[config.mk]
export PLATFORM = sky130hd
export DESIGN_NAME = reg_bank_db
export DESIGN_NICKNAME = d
export VERILOG_FILES = /design/src/rtl/reg_bank_pkg.sv /design/src/rtl/reg_bank_entry.sv /design/src/rtl/reg_bank_db.sv
export SDC_FILE = /design/constraint.sdc
export NUM_CORES = 1
export LEC_CHECK = 0
export BUFFER_PORTS_ARGS = -buffer_cell sky130_fd_sc_hd__buf_2
export CORE_MARGIN = 3
export CORE_UTILIZATION = 55
export DETAILED_ROUTE_END_ITERATION = 10
export PLACE_DENSITY_LB_ADDON = 0.25
export SYNTH_ARGS = -nofsm -noshare
export SYNTH_HDL_FRONTEND = slang
export SYNTH_SLANG_ARGS = --single-unit
[constraint.sdc]
create_clock -name clk -period 3.4 [get_ports clk]
set_input_delay 0.34 -clock clk [delete_from_list [all_inputs] [get_ports clk]]
set_output_delay 0.34 -clock clk [all_outputs]
set_load 0.02 [all_outputs]
[src/rtl/reg_bank_pkg.sv]
// Shared helpers for the double-buffered register bank: address-width
// derivation and the default reset value used by reg_bank_db.
package reg_bank_pkg;

  // Default value loaded into every shadow/active entry on reset.
  localparam logic [63:0] RESET_VAL_DEFAULT = 64'h0;

  // Ceiling log2, written as a bounded loop so it folds at elaboration.
  function automatic int clog2(input int value);
    int result;
    result = 0;
    for (int i = 0; i < 31; i++) begin
      if ((32'sd1 << i) < value) begin
        result = i + 1;
      end
    end
    return result;
  endfunction

  // Address width for a bank of the given depth; never below one bit.
  function automatic int addr_w(input int depth);
    int w;
    w = clog2(depth);
    if (w < 1) begin
      w = 1;
    end
    return w;
  endfunction

endpackage

[src/rtl/reg_bank_entry.sv]
// One channel of the register bank: a shadow register loaded by the producer
// and an active register copied from it on commit. With DOUBLE_BUF = 0 the
// shadow is held constant and writes/clears land on the active register.
module reg_bank_entry
  import reg_bank_pkg::*;
#(
  parameter int              WIDTH      = 16,
  parameter int              DOUBLE_BUF = 1,
  parameter logic [WIDTH-1:0] RESET_VAL = RESET_VAL_DEFAULT[WIDTH-1:0]
) (
  input  logic             clk,
  input  logic             rst,
  input  logic             wr_sel_i,
  input  logic             clr_i,
  input  logic             commit_i,
  input  logic [WIDTH-1:0] wr_data_i,
  output logic [WIDTH-1:0] active_o
);

  localparam bit DB_EN = (DOUBLE_BUF != 32'sd0);

  logic [WIDTH-1:0] shadow_q;
  logic [WIDTH-1:0] shadow_d;
  logic [WIDTH-1:0] active_q;
  logic [WIDTH-1:0] active_d;

  // Shadow next state: a write to this channel beats a bank-wide clear.
  always_comb begin
    shadow_d = shadow_q;
    if (!DB_EN) begin
      shadow_d = RESET_VAL;
    end else if (wr_sel_i) begin
      shadow_d = wr_data_i;
    end else if (clr_i) begin
      shadow_d = RESET_VAL;
    end else begin
      shadow_d = shadow_q;
    end
  end

  // Active next state: copy the pre-edge shadow on commit, or take
  // writes/clears directly when single-buffered.
  always_comb begin
    active_d = active_q;
    if (DB_EN) begin
      if (commit_i) begin
        active_d = shadow_q;
      end else begin
        active_d = active_q;
      end
    end else begin
      if (wr_sel_i) begin
        active_d = wr_data_i;
      end else if (clr_i) begin
        active_d = RESET_VAL;
      end else begin
        active_d = active_q;
      end
    end
  end

  // Channel storage, both banks returning to RESET_VAL on reset.
  always_ff @(posedge clk or negedge rst) begin
    if (!rst) begin
      shadow_q <= RESET_VAL;
      active_q <= RESET_VAL;
    end else begin
      shadow_q <= shadow_d;
      active_q <= active_d;
    end
  end

  assign active_o = active_q;

endmodule

[src/rtl/reg_bank_db.sv]
// Double-buffered register bank. The producer writes channels into a shadow
// bank; a commit strobe copies the whole shadow into the active bank on one
// edge so consumers always read a consistent set. Holds the address decode,
// the registered read mux and the dirty/commit_done/wr_err status flags.
module reg_bank_db
  import reg_bank_pkg::*;
#(
  parameter int               WIDTH      = 16,
  parameter int               DEPTH      = 8,
  parameter int               DOUBLE_BUF = 1,
  parameter logic [WIDTH-1:0] RESET_VAL  = RESET_VAL_DEFAULT[WIDTH-1:0],
  localparam int              ADDR_W     = addr_w(DEPTH)
) (
  input  logic              clk,
  input  logic              rst,
  input  logic              wr_en,
  input  logic [ADDR_W-1:0] wr_addr,
  input  logic [WIDTH-1:0]  wr_data,
  input  logic              commit,
  input  logic              clr,
  input  logic [ADDR_W-1:0] rd_addr,
  output logic [WIDTH-1:0]  rd_data,
  output logic              dirty,
  output logic              commit_done,
  output logic              wr_err
);

  localparam bit              DB_EN   = (DOUBLE_BUF != 32'sd0);
  // Depth widened by one bit so DEPTH == 2**ADDR_W still fits.
  localparam logic [ADDR_W:0] DEPTH_C = (ADDR_W + 1)'(DEPTH);

  logic              wr_addr_ok_s;
  logic              rd_addr_ok_s;
  logic              wr_hit_s;
  logic [WIDTH-1:0]  active_s [DEPTH];
  logic [WIDTH-1:0]  rd_mux_s;

  logic [WIDTH-1:0]  rd_data_q;
  logic [WIDTH-1:0]  rd_data_d;
  logic              dirty_q;
  logic              dirty_d;
  logic              commit_done_q;
  logic              commit_done_d;
  logic              wr_err_q;
  logic              wr_err_d;

  assign wr_addr_ok_s = ({1'b0, wr_addr} < DEPTH_C);
  assign rd_addr_ok_s = ({1'b0, rd_addr} < DEPTH_C);
  assign wr_hit_s     = wr_en & wr_addr_ok_s;

  for (genvar i = 0; i < DEPTH; i++) begin : g_entry
    logic wr_sel_s;
    assign wr_sel_s = wr_hit_s & (wr_addr == ADDR_W'(i));

    reg_bank_entry #(
      .WIDTH      (WIDTH),
      .DOUBLE_BUF (DOUBLE_BUF),
      .RESET_VAL  (RESET_VAL)
    ) u_entry (
      .clk       (clk),
      .rst       (rst),
      .wr_sel_i  (wr_sel_s),
      .clr_i     (clr),
      .commit_i  (commit),
      .wr_data_i (wr_data),
      .active_o  (active_s[i])
    );
  end

  // Read mux over the active bank; addresses past the last channel read 0.
  always_comb begin
    rd_mux_s = '0;
    if (rd_addr_ok_s) begin
      rd_mux_s = active_s[rd_addr];
    end else begin
      rd_mux_s = '0;
    end
  end

  // Status next state: any accepted write or clear marks the shadow dirty,
  // even when it coincides with a commit that clears the flag.
  always_comb begin
    rd_data_d     = rd_mux_s;
    commit_done_d = commit;
    wr_err_d      = wr_en & ~wr_addr_ok_s;
    dirty_d       = dirty_q;
    if (!DB_EN) begin
      dirty_d = 1'b0;
    end else if (wr_hit_s || clr) begin
      dirty_d = 1'b1;
    end else if (commit) begin
      dirty_d = 1'b0;
    end else begin
      dirty_d = dirty_q;
    end
  end

  // Registered read data and status outputs.
  always_ff @(posedge clk or negedge rst) begin
    if (!rst) begin
      rd_data_q     <= RESET_VAL;
      dirty_q       <= 1'b0;
      commit_done_q <= 1'b0;
      wr_err_q      <= 1'b0;
    end else begin
      rd_data_q     <= rd_data_d;
      dirty_q       <= dirty_d;
      commit_done_q <= commit_done_d;
      wr_err_q      <= wr_err_d;
    end
  end

  assign rd_data     = rd_data_q;
  assign dirty       = dirty_q;
  assign commit_done = commit_done_q;
  assign wr_err      = wr_err_q;

endmodule
Word-level counts from Yosys, hierarchy flattened --
Cells that the tools add are included.
Operators by class: $lt $le $gt $ge 1, equality and inequality tests 7, mux-type cells 14, bitwise gates (word level) 9, reduce and logical (&&, ||, !) cells 11
Operators by type and width (number):
- two-way mux 16 bit | 11
- binary-select mux 16 bit (select 3 bit) | 1
- nonzero test 2 bit | 9
- == test 3 bit (second input constant) | 4
- AND 1 bit | 8
- == test 3 x 2 -> 1 bit (second input constant) | 2
- greater-or-equal comparator 4 bit (second input constant) | 1
- inverter 3 -> 4 bit | 1
- == test 3 x 1 -> 1 bit (second input constant) | 1
- zero test 3 bit | 1
- two-way mux 1 bit | 2
- logical OR 1 bit | 1
Storage, ports and cells: flip-flop bits (word level) 274, output and inout bits 19, bits of input ports 27

Logic depth before layout (Yosys ltp) --
Gate-level depths: netlist (run 1).
depth in word-level cells 4, depth in mapped cells 5

By module --
A second synthesis (run 1) with hierarchy kept.
Second synthesis, totals: cells, all modules 653, area, all modules 11503.5 µm²
Modules (own cells, without submodules):
- reg_bank_entry | area each 1237.4 µm², cells an instance 70, instances 8
- reg_bank_db | area each 1604.0 µm², cells an instance 93, instances 1

Worst setup path after synthesis (run 1) --
Ideal clock, no wire load.
kind input to register, start point input rd_addr[0], end point register rd_data_q[0] (netlist: rd_data[0]), arrival 1.632 ns, stages 4, buffers on the path 2, path slack 1.643 ns, cell sequence clkbuf_1 -> buf_2 -> mux4_2 -> mux2_2
On the way: cells in the longest elaborated chain, start to end 4
Ends and longest elaborated chain:
- from (decl) | RTL line reg_bank_db.sv:21 | input logic [ADDR_W-1:0] rd_addr,
- inverter 3 -> 4 bit (not written as such) | RTL line reg_bank_db.sv:74 | rd_mux_s = active_s[rd_addr];
- binary-select mux 16 bit (select 3 bit) | RTL line reg_bank_db.sv:74
- two-way mux 16 bit (not written as such) (2 in series) | RTL line reg_bank_db.sv:74
- named net rd_data_d[0] | RTL line reg_bank_db.sv:39 | logic [WIDTH-1:0] rd_data_d;
- to (signal assigned) | RTL line reg_bank_db.sv:106 | rd_data_q <= rd_data_d;
- to (decl) | RTL line reg_bank_db.sv:38 | logic [WIDTH-1:0] rd_data_q;
The timed path passes the listed nets, and every way through them passes these cells. The select of a mux whose other input is x is not followed. A chain may end at the register's enable or synchronous reset.

Worst setup path in the final report (run 1) --
start point input wr_addr[0], end point register g_entry[0].u_entry.shadow_q[14]
On the way: cells in the longest elaborated chain, start to end 3
Ends and longest elaborated chain:
- from (decl) | RTL line reg_bank_db.sv:17 | input logic [ADDR_W-1:0] wr_addr,
- zero test 3 bit (*) | RTL line reg_bank_db.sv:53 | assign wr_sel_s = wr_hit_s & (wr_addr == ADDR_W'(i));
- AND 1 bit (*) | RTL line reg_bank_db.sv:53
- two-way mux 16 bit or nonzero test 2 bit (tied branches)
- to (signal assigned) | RTL line reg_bank_entry.sv:68 | shadow_q <= shadow_d;
- to (decl) | RTL line reg_bank_entry.sv:22 | logic [WIDTH-1:0] shadow_q;
Every way passes the cells marked *; elsewhere a longest branch is shown, timed or not.

==> reports/summary.txt, run 1 <==
status -> finished, final reports clean
total gr overflow -> 0
gr busiest metal -> met2
Flop pwr share -> 0.481
worst endpoint data arrival time -> 2.01 ns
Critical Path, Cell by Cell -> buf_2, or4b_1, mux2_4
Area growth syn-to-layout -> 12.5%
Synth Area per Inst -> 15.3 um2
fmax -> 625 MHz
NetSw -> 1.59 mW
Worst-Margin Slew -> 1.13 ns
Slew headroom -> 0.246
fillcell total -> 1,526
clock share of power -> 0.448
Port-buffer cells -> 44
Clock Path Buffers -> 3
Crit. End Element -> flip-flop
RSZ-0062 raised after global routing -> no
area of the multi-input gates -> 4710 um2
final period utilization -> 0.471
H-tree depth -> 1
GRT Util Overall -> 0.206
WL final -> 23.4 mm
cell accounting for the most synthesized area -> dfrtp_1
Leakage -> 6.63 nW
HP Class -> in -> reg
Comb pwr share -> 0.071
Crit Path Max Fanout -> 16
Post-CTS Setup Bufs -> 0
Power Density -> 541 nW/um2
M3 GR Usage -> 0.0307
largest net degree at the start of global routing -> 89
CORE AREA -> 21,100 um2
Final Hold Viols -> 0
sequential cell area fraction in the yosys report -> 0.580
Clk pin slew, worst setup/hold paths -> 0.06 ns
antenna violations before repair -> 1
CP max stage delay -> 1.04 ns
Remaining DRCs -> 0
dpl hpwl -> 13.6 mm
Crit path required time -> 3.81 ns
setup TNS -> 0 ns
die area -> 23,300 um2
Synth top area share -> 0.580
Internal Power -> 5.60 mW
Total Power -> 7.19 mW
Mapped Nets -> 799
Final Skew -> 0.00683 ns
max_cap viols -> 0
Place WS -> 1.27 ns
sw frac -> 0.221
clk_lat worst skew -> 0.53 ns
element type at the critical path start -> input port
TritonCTS clock tree -> done
Initial Util -> 0.561
Synth area leaders -> dfrtp_1 (58%), mux2_2 (25%), nor2b_1 (6.8%), mux4_2 (6.1%), mux2_4 (1.3%)
Nets -> 837
crit path time final -> 1.60 ns
WS Path Type -> in -> reg
1st-iter DRT viols -> 367
met2 usage -> 0.343
FF/Latch Area -> 6860 um2
WL/cell -> 21.2 um
Avg Vias per Cell -> 5.66
# diodes -> 0
number of global-route vias before repair -> 7,058
Final WS setup -> 1.80 ns
flops & latches, synth -> 274
Unique masters post-synth -> 19
number of routed nets with antenna violations -> 0
Synth Instances -> 772
Pins Over Slew Limit -> 0
Peak VDD IR -> 437 uV
Ys Warns -> 0
M1 GR Usage -> 0.295
Die Ht -> 153 um
clk sinks -> 274
Final setup viols -> 0
TritonCTS buffer count -> 29
global-route wire length before repair -> 38.7 mm
total number of vias -> 6,256
layout cells sized above 1 -> 0.497
Crit-path slowest cell -> or4b_1
IO Pins -> 46
CTS root buf -> clkbuf_16
die width -> 153 um
row cnt -> 53
Post-Syn Area -> 11,800 um2
Placer Congestion -> 0.733
DRT Pass-1 Iters -> 4
-- state kept, by name (all words and copies together), names as in the netlist --
name,flops
g_entry.u_entry.shadow_q,128
dirty,1
rd_data,16
commit_done,1
g_entry.u_entry.active_o,128
-- kinds of logic after synthesis --
| kind of cell | after synthesis | share of synthesized area |
|---|---|---|
| AND/OR/NAND/NOR | 137 | 0.0745 |
| other | 1 | 0.000317 |
| AO/OA/AOI/OAI | 1 | 0.000423 |
| buffers and inverters | 55 | 0.0215 |
| flip-flops | 274 | 0.580 |
| multiplexers | 304 | 0.323 |
-- metrics by stage --
stage	hold WS, ns	std cells	area, um2	util
detailed placement	0.383	1053	12300	0.584
finish	0.132	1106	13300	0.631
CTS	0.117	1106	13300	0.631
floorplan	0.0444	772	11800	-
global route	0.157	1106	13300	0.631
global placement	0.368	1053	12300	0.584
-- cell type report --
type,count,share of cell area
multi-input cells,443,0.354
flip-flops and latches,274,0.515
clock inverters,15,0.0134
clock buffers,37,0.0606
well taps,275,0.0259
inverters,1,0.000282
repair buffers,61,0.0303
-- Yosys cell counts --
| cell | number |
|---|---|
| mux2_2 | 262 |
| nor2_1 | 1 |
| buf_4 | 1 |
| inv_1 | 1 |
| mux4_2 | 32 |
| buf_2 | 14 |
| or4b_1 | 1 |
| clkbuf_1 | 35 |
| mux2_4 | 10 |
| dfrtp_1 | 274 |
| nand4b_1 | 3 |
| o21ai_0 | 1 |
| buf_6 | 2 |
| buf_1 | 1 |
| buf_8 | 1 |
| nand4bb_1 | 3 |
| conb_1 | 1 |
| nand4_1 | 1 |
| nor2b_1 | 128 |
-- critical path, delay by kind of cell --
family / cells / cell delay (ns)
mux: 1 / 0.48
simple gates: 1 / 1.04
buf+inv: 1 / 0.14
-- layer usage --
| metal | vias up | part of all wire |
|---|---|---|
| met1 | 3334 | 0.46 |
| met5 | - | 0.00047 |
| met3 | 32 | 0.031 |
| met4 | 2 | 0.018 |
| met2 | 87 | 0.49 |
| li1 | 2801 | - |
-- final timing paths --
check,depth (start not counted),from,slack (ns),end
worst min register to register,1,g_entry[0].u_entry.shadow_q[1]$_DFFE_PN0P_,0.49,g_entry[0].u_entry.active_o[1]$_DFFE_PN0P_
worst max register to register,2,g_entry[5].u_entry.active_o[7]$_DFFE_PN0P_,2.14,rd_data[7]$_DFF_PN0_
worst max-delay path,3,wr_addr[0],1.80,g_entry[0].u_entry.shadow_q[14]$_DFFE_PN0P_
min in group asynchronous,2,rst,0.40,g_entry[2].u_entry.shadow_q[9]$_DFFE_PN0P_
worst min-delay path,3,wr_en,0.13,dirty$_DFFE_PN0P_
max in group asynchronous,3,rst,2.03,g_entry[2].u_entry.active_o[14]$_DFFE_PN0P_
-- power by group through the flow --
stage,sequential [mW],clock [mW],combinational (mW)
2_1_floorplan,3.51,0,0.314
3_3_place_gp,3.51,0,0.501
3_5_place_dp,3.52,0,0.521
4_1_cts,3.46,3.28,0.525
5_1_grt,3.48,3.42,0.559
6_report,3.46,3.22,0.512
-- placed cells by master, fill, tap and decap left out, drive strengths merged --
| cell type | n |
|---|---|
| dfrtp | 274 |
| mux2 | 272 |
| nor2b | 128 |
| buf | 60 |
| clkbuf | 37 |
| mux4 | 32 |
| clkinv | 10 |
| bufinv | 4 |
| nand4b | 3 |
| nand4bb | 3 |
| nand4 | 1 |
| or4b | 1 |
| inv | 1 |
| nor2 | 1 |
| o21ai | 1 |
| conb | 1 |
| clkinvlp | 1 |
| dlygate4sd3 | 1 |
-- what timing repair did --
| item | in CTS | in global routing |
|---|---|---|
| hold buffers | 1 | 0 |
| resized for setup | 0 | 0 |
| setup endpoints to repair | 0 | 0 |
| hold endpoints to repair | 84 | 0 |
No activity file was read; power rests on OpenSTA's default activity.
==> run 2: changes to the inputs <==
Settings changed: ABC_AREA from default to 1.
Clock period 3.4 ns to 1.66 ns, I/O delays scaled along.
==> reports/summary.txt, run 2 <==
H-tree depth -> 1
Worst-Margin Slew -> 0.503 ns
antenna violations before repair -> 0
Synth top cells by count -> nand2_1 (435), dfrtp_1 (274), inv_1 (247)
Crit Path Max Fanout -> 14
clk_lat worst skew -> 0.54 ns
WL final -> 29.1 mm
commonest non-fill, non-tap cell in the layout -> nand2_1
CORE AREA -> 21,200 um2
Unique masters post-synth -> 19
status -> finished, final reports clean
Mapped Nets -> 1,430
DRT Pass-1 Iters -> 4
number of routed nets with antenna violations -> 0
setup TNS -> 0 ns
Avg Vias per Cell -> 5.19
worst endpoint data arrival time -> 1.73 ns
Port-buffer cells -> 44
GRT Util Overall -> 0.254
Nets -> 1,488
WS Path Type -> in -> reg
layout cells sized above 1 -> 0.121
Buf/Inv on CP -> 5
Area growth syn-to-layout -> 14.1%
total gr overflow -> 0
WL/cell -> 16.6 um
post-synthesis async set-or-reset flop share -> 1.00
clk sinks -> 274
EDFF count, synth -> 0
Peak VDD IR -> 830 uV
Leakage -> 6.63 nW
IO Pins -> 46
most common cell in the netlist -> nand2_1
Final WS setup -> 0.376 ns
Total Power -> 14.4 mW
Synth Instances -> 1,403
element type at the critical path start -> input port
RSZ-0062 raised after global routing -> no
Power Density -> 1050 nW/um2
Ys Warns -> 0
Crit. End Element -> flip-flop
Remaining DRCs -> 0
Placer Congestion -> 0.793
Clock Path Buffers -> 3
Synth area leaders -> dfrtp_1 (57%), nand2_1 (14%), o21ai_0 (8.9%), inv_1 (7.7%), nand3_1 (4.1%)
Final Skew -> 0.0152 ns
# diodes -> 0
Final Util -> 0.644
Final Hold Viols -> 0
HP Class -> in -> reg
most frequent cells in the layout -> nand2_1 (435), dfrtp_1 (274), inv_1 (247)
Slew headroom -> 0.664
Place WS -> 0.352 ns
Post-CTS Setup Bufs -> 0
1st-iter DRT viols -> 652
number of global-route vias before repair -> 9,073
Critical Path, Cell by Cell -> dlygate4sd3_1, buf_2, inv_1, buf_4, buf_4, nand3_1, o21ai_0
row cnt -> 53
dpl hpwl -> 17.7 mm
TritonCTS buffer count -> 28
final period utilization -> 0.774
Crit path required time -> 2.11 ns
CTS root buf -> clkbuf_16
crit path time final -> 1.28 ns
die width -> 154 um
Initial Util -> 0.564
Synth Area per Inst -> 8.53 um2
max_cap viols -> 0
Clk pin slew, worst setup/hold paths -> 0.06 ns
Final setup viols -> 0
ys flop type -> dfrtp_1
Die Ht -> 154 um
crit-path most repeated cell -> buf_4
total number of vias -> 9,105
cell accounting for the most synthesized area -> dfrtp_1
Post-Syn Area -> 12,000 um2
largest net degree at the start of global routing -> 75
TritonCTS clock tree -> done
CP max stage delay -> 0.56 ns
global-route wire length before repair -> 48.2 mm
Crit-path slowest cell -> dlygate4sd3_1
Pins Over Slew Limit -> 0
die area -> 23,600 um2
sequential cell area fraction in the yosys report -> 0.573
fmax -> 779 MHz
Synth top area share -> 0.573
CP delay by family, top -> buffers and inverters
flops & latches, synth -> 274
run 2: cell count changes after synthesis, moves of 8 or more:
cell	previous run	this run
nand3_1	0	98
inv_1	1	247
nand2_1	0	435
buf_6	2	10
mux4_2	32	0
nor2b_1	128	0
buf_2	14	33
o21ai_0	1	213
mux2_4	10	0
o21ai_2	0	40
mux2_2	262	0
clkbuf_1	35	26
run 2: final timing paths:
path	startpoint	end	slack [ns]	depth (start not counted)
setup / recovery	clr	g_entry[0].u_entry.shadow_q[14]$_DFFE_PN0P_	0.38	7
min in group asynchronous	rst	g_entry[0].u_entry.active_o[13]$_DFFE_PN0P_	0.11	2
hold / removal	wr_en	dirty$_DFFE_PN0P_	0.05	3
max in group asynchronous	rst	g_entry[4].u_entry.shadow_q[5]$_DFFE_PN0P_	0.85	3
setup reg to reg	g_entry[7].u_entry.active_o[4]$_DFFE_PN0P_	rd_data[4]$_DFF_PN0_	0.71	6
hold reg to reg	g_entry[5].u_entry.shadow_q[9]$_DFFE_PN0P_	g_entry[5].u_entry.active_o[9]$_DFFE_PN0P_	0.48	2
run 2: repair_timing:
item,CTS,global route
hold buffers,19,0
endpoints found under the hold margin,391,0
resized for setup,0,0
run 2: cell type report:
cell class | count | area (um2)
tap | 275 | 344
sequential | 274 | 6860
clock inverter | 7 | 35.0
clock buffer | 42 | 825
multi-input combinational | 807 | 3760
fill | 1792 | 7560
inverter | 248 | 931
timing repair buffer | 102 | 907
run 2: worst register-to-register path, cell delays in order, from the launching register on:
cell     delay [ns]
dfrtp_1        0.36
inv_1          0.12
nand2_1        0.08
nand3_1        0.09
nand2_1        0.06
nand2_1        0.06
nand2_1        0.07
run 2: cells by family (layout without fill, tap and decap cells):
kind of cell / after synthesis / after routing / share of synthesized area
buffers and inverters: 322 / 399 / 0.113
DFF: 274 / 274 / 0.573
other: 1 / 1 / 0.000313
and+or+nand+nor: 543 / 543 / 0.186
AOI/OAI and AO/OA: 263 / 263 / 0.128
run 2: metrics by stage:
step | hold slack [ns] | area [um2] | instances
4_1_cts | 0.0266 | 13700 | 1755
6_report | 0.0490 | 13700 | 1755
3_3_place_gp | 0.0819 | 12600 | 1687
2_1_floorplan | -0.130 | 12000 | 1403
3_5_place_dp | 0.0802 | 12600 | 1687
5_1_grt | 0.0348 | 13700 | 1755
run 2: power by group:
group	switching (mW)	total [mW]	internal, mW
combinational	0.980	1.40	0.422
sequential	0.105	7.07	6.97
clock	2.52	5.92	3.40
total	3.60	14.4	10.8
run 2: metal layers:
layer  global-route usage  routed length (um)  vias up
li1                     -                   -     4407
met2                0.393               13300      247
met4               0.0681                 606        0
met1                0.378               13500     4407
met5                    0                   0        -
met3               0.0411                1770       44
==> run 3: changes to the inputs <==
Settings changed: ABC_AREA 1 to 0.
Clock period 1.66 ns to 1.05 ns, I/O delays scaled along.
==> reports/summary.txt, run 3 (same netlist as run 1, synthesis figures left out) <==
Comb pwr share -> 0.087
Final WS setup -> -0.231 ns
clock share of power -> 0.427
# diodes -> 0
Placer Congestion -> 0.788
WL final -> 25.1 mm
NetSw -> 5.20 mW
Clk pin slew, worst setup/hold paths -> 0.06 ns
Crit. End Element -> flip-flop
Placed Instances -> 1,087
CORE AREA -> 21,100 um2
total number of vias -> 6,480
TritonCTS buffer count -> 29
total gr overflow -> 0
Peak VDD IR -> 1460 uV
Internal Power -> 17.9 mW
fillcell total -> 1,459
die area -> 23,300 um2
sw frac -> 0.225
WS Path Type -> reg -> reg
max_cap viols -> 0
status -> finished, violations left
most frequent cells in the layout -> dfrtp_1 (274), mux2_2 (246), nor2b_1 (128)
Critical Path, Cell by Cell -> mux4_2, mux2_4
die width -> 153 um
Buf/Inv on CP -> 0
Reg2Reg Setup Slack -> -0.23 ns
largest net degree at the start of global routing -> 55
Pins Over Slew Limit -> 0
crit path time final -> 1.28 ns
DRT Pass-1 Iters -> 4
row cnt -> 53
global-route wire length before repair -> 41.2 mm
worst endpoint data arrival time -> 1.69 ns
IO Pins -> 46
Reg2Reg Launch Point -> g_entry[7].u_entry.active_o[10]$_DFFE_PN0P_
Flop pwr share -> 0.486
dpl hpwl -> 15.5 mm
commonest non-fill, non-tap cell in the layout -> dfrtp_1
number of global-route vias before repair -> 7,361
Nets -> 897
Crit Path Max Fanout -> 2
Remaining DRCs -> 0
Critical Path Stages -> 2
CTS root buf -> clkbuf_16
Crit-path slowest cell -> mux4_2
layout cells sized above 1 -> 0.506
Place WS -> -0.440 ns
Crit path required time -> 1.46 ns
antenna violations before repair -> 0
Area growth syn-to-layout -> 19.8%
1st-iter DRT viols -> 182
WL/cell -> 21.5 um
Reg2Reg Capture Point -> rd_data[10]$_DFF_PN0_
final period utilization -> 1.22
clk sinks -> 274
Final Util -> 0.671
Final Skew -> 0.00515 ns
Final setup viols -> 34
Final Hold Viols -> 0
R2R depth -> 2
Non-Filler Instances -> 1,165
number of routed nets with antenna violations -> 0
CP max stage delay -> 0.50 ns
Worst Setup SP -> g_entry[7].u_entry.active_o[10]$_DFFE_PN0P_
H-tree depth -> 1
area of the multi-input gates -> 4770 um2
Die Ht -> 153 um
Clock Path Buffers -> 3
element type at the critical path start -> flip-flop
TritonCTS clock tree -> done
violated checks -> setup timing
Leakage -> 7.04 nW
GRT Util Overall -> 0.221
Critical Path End -> rd_data[10]$_DFF_PN0_
HP Class -> in -> async
RSZ-0062 raised after global routing -> yes
CP delay by family, top -> multiplexers
Avg Vias per Cell -> 5.56
clk_lat worst skew -> 0.53 ns
Port-buffer cells -> 44
FF/Latch Area -> 6860 um2
Initial Util -> 0.561
fmax -> 780 MHz
Power Density -> 1630 nW/um2
run 3: worst min-delay path by stage:
| stage | startpoint | cells after the start | end | slack (ns) |
|---|---|---|---|---|
| after floorplan | rst | 0 | commit_done$_DFF_PN0_ | -0.19 |
| after global placement | rst | 1 | g_entry[2].u_entry.shadow_q[11]$_DFFE_PN0P_ | -0.007 |
| after detailed placement | rst | 1 | g_entry[3].u_entry.shadow_q[11]$_DFFE_PN0P_ | -0.008 |
| after CTS | rst | 2 | g_entry[3].u_entry.shadow_q[11]$_DFFE_PN0P_ | 0.03 |
| after global routing | rst | 2 | g_entry[3].u_entry.shadow_q[11]$_DFFE_PN0P_ | 0.05 |
| final | rst | 2 | g_entry[3].u_entry.shadow_q[11]$_DFFE_PN0P_ | 0.04 |
run 3: layout make-up:
cell class	instances	share of cell area
Clock inverter	10	0.00725
Timing Repair Buffer	121	0.0891
Sequential cell	274	0.484
Clock buffer	41	0.0580
Tap cell	275	0.0243
Inverter	1	0.000265
Multi-Input combinational cell	443	0.337
run 3: routing by layer:
metal  vias to the layer above  global-route usage  share of wire
li1                       2903                   -              -
met3                        45              0.0273          0.025
met4                         0              0.0547          0.027
met1                      3434               0.314           0.46
met2                        98               0.369           0.49
met5                         -                   0              0
run 3: worst reg2reg max path: stages, from the launching register on:
cell     delay [ns]
dfrtp_1        0.39
mux4_2         0.50
mux2_4         0.28
run 3: timing repair:
action | in CTS | in global routing
endpoints found under the hold margin | 404 | 0
hold buffers | 19 | 0
endpoints found under the setup margin | 34 | 34
pin swaps | 0 | 0
buffers inserted | 7 | 1
resized for setup | 52 | 0
run 3: power by group through the flow:
stage                     registers, mW  clock network [mW]  logic, mW
after CTS                          11.2                10.1       2.05
after global placement             11.4                   0       1.81
after floorplan                    11.4                   0       1.09
after global routing               11.3                10.5       2.18
after detailed placement           11.4                   0       1.88
final                              11.2                9.88       2.02
run 3: per-stage QoR:
step	TNS (ns)	hold slack, ns	cell area (um2)	power (mW)
2_1_floorplan	-13.75	-0.191	12000	12.5
3_3_place_gp	-30.30	-0.00707	12800	13.2
3_5_place_dp	-33.13	-0.00812	12800	13.3
4_1_cts	-5.64	0.0291	14200	23.4
5_1_grt	-6.31	0.0470	14200	24.0
6_report	-5.38	0.0364	14200	23.1
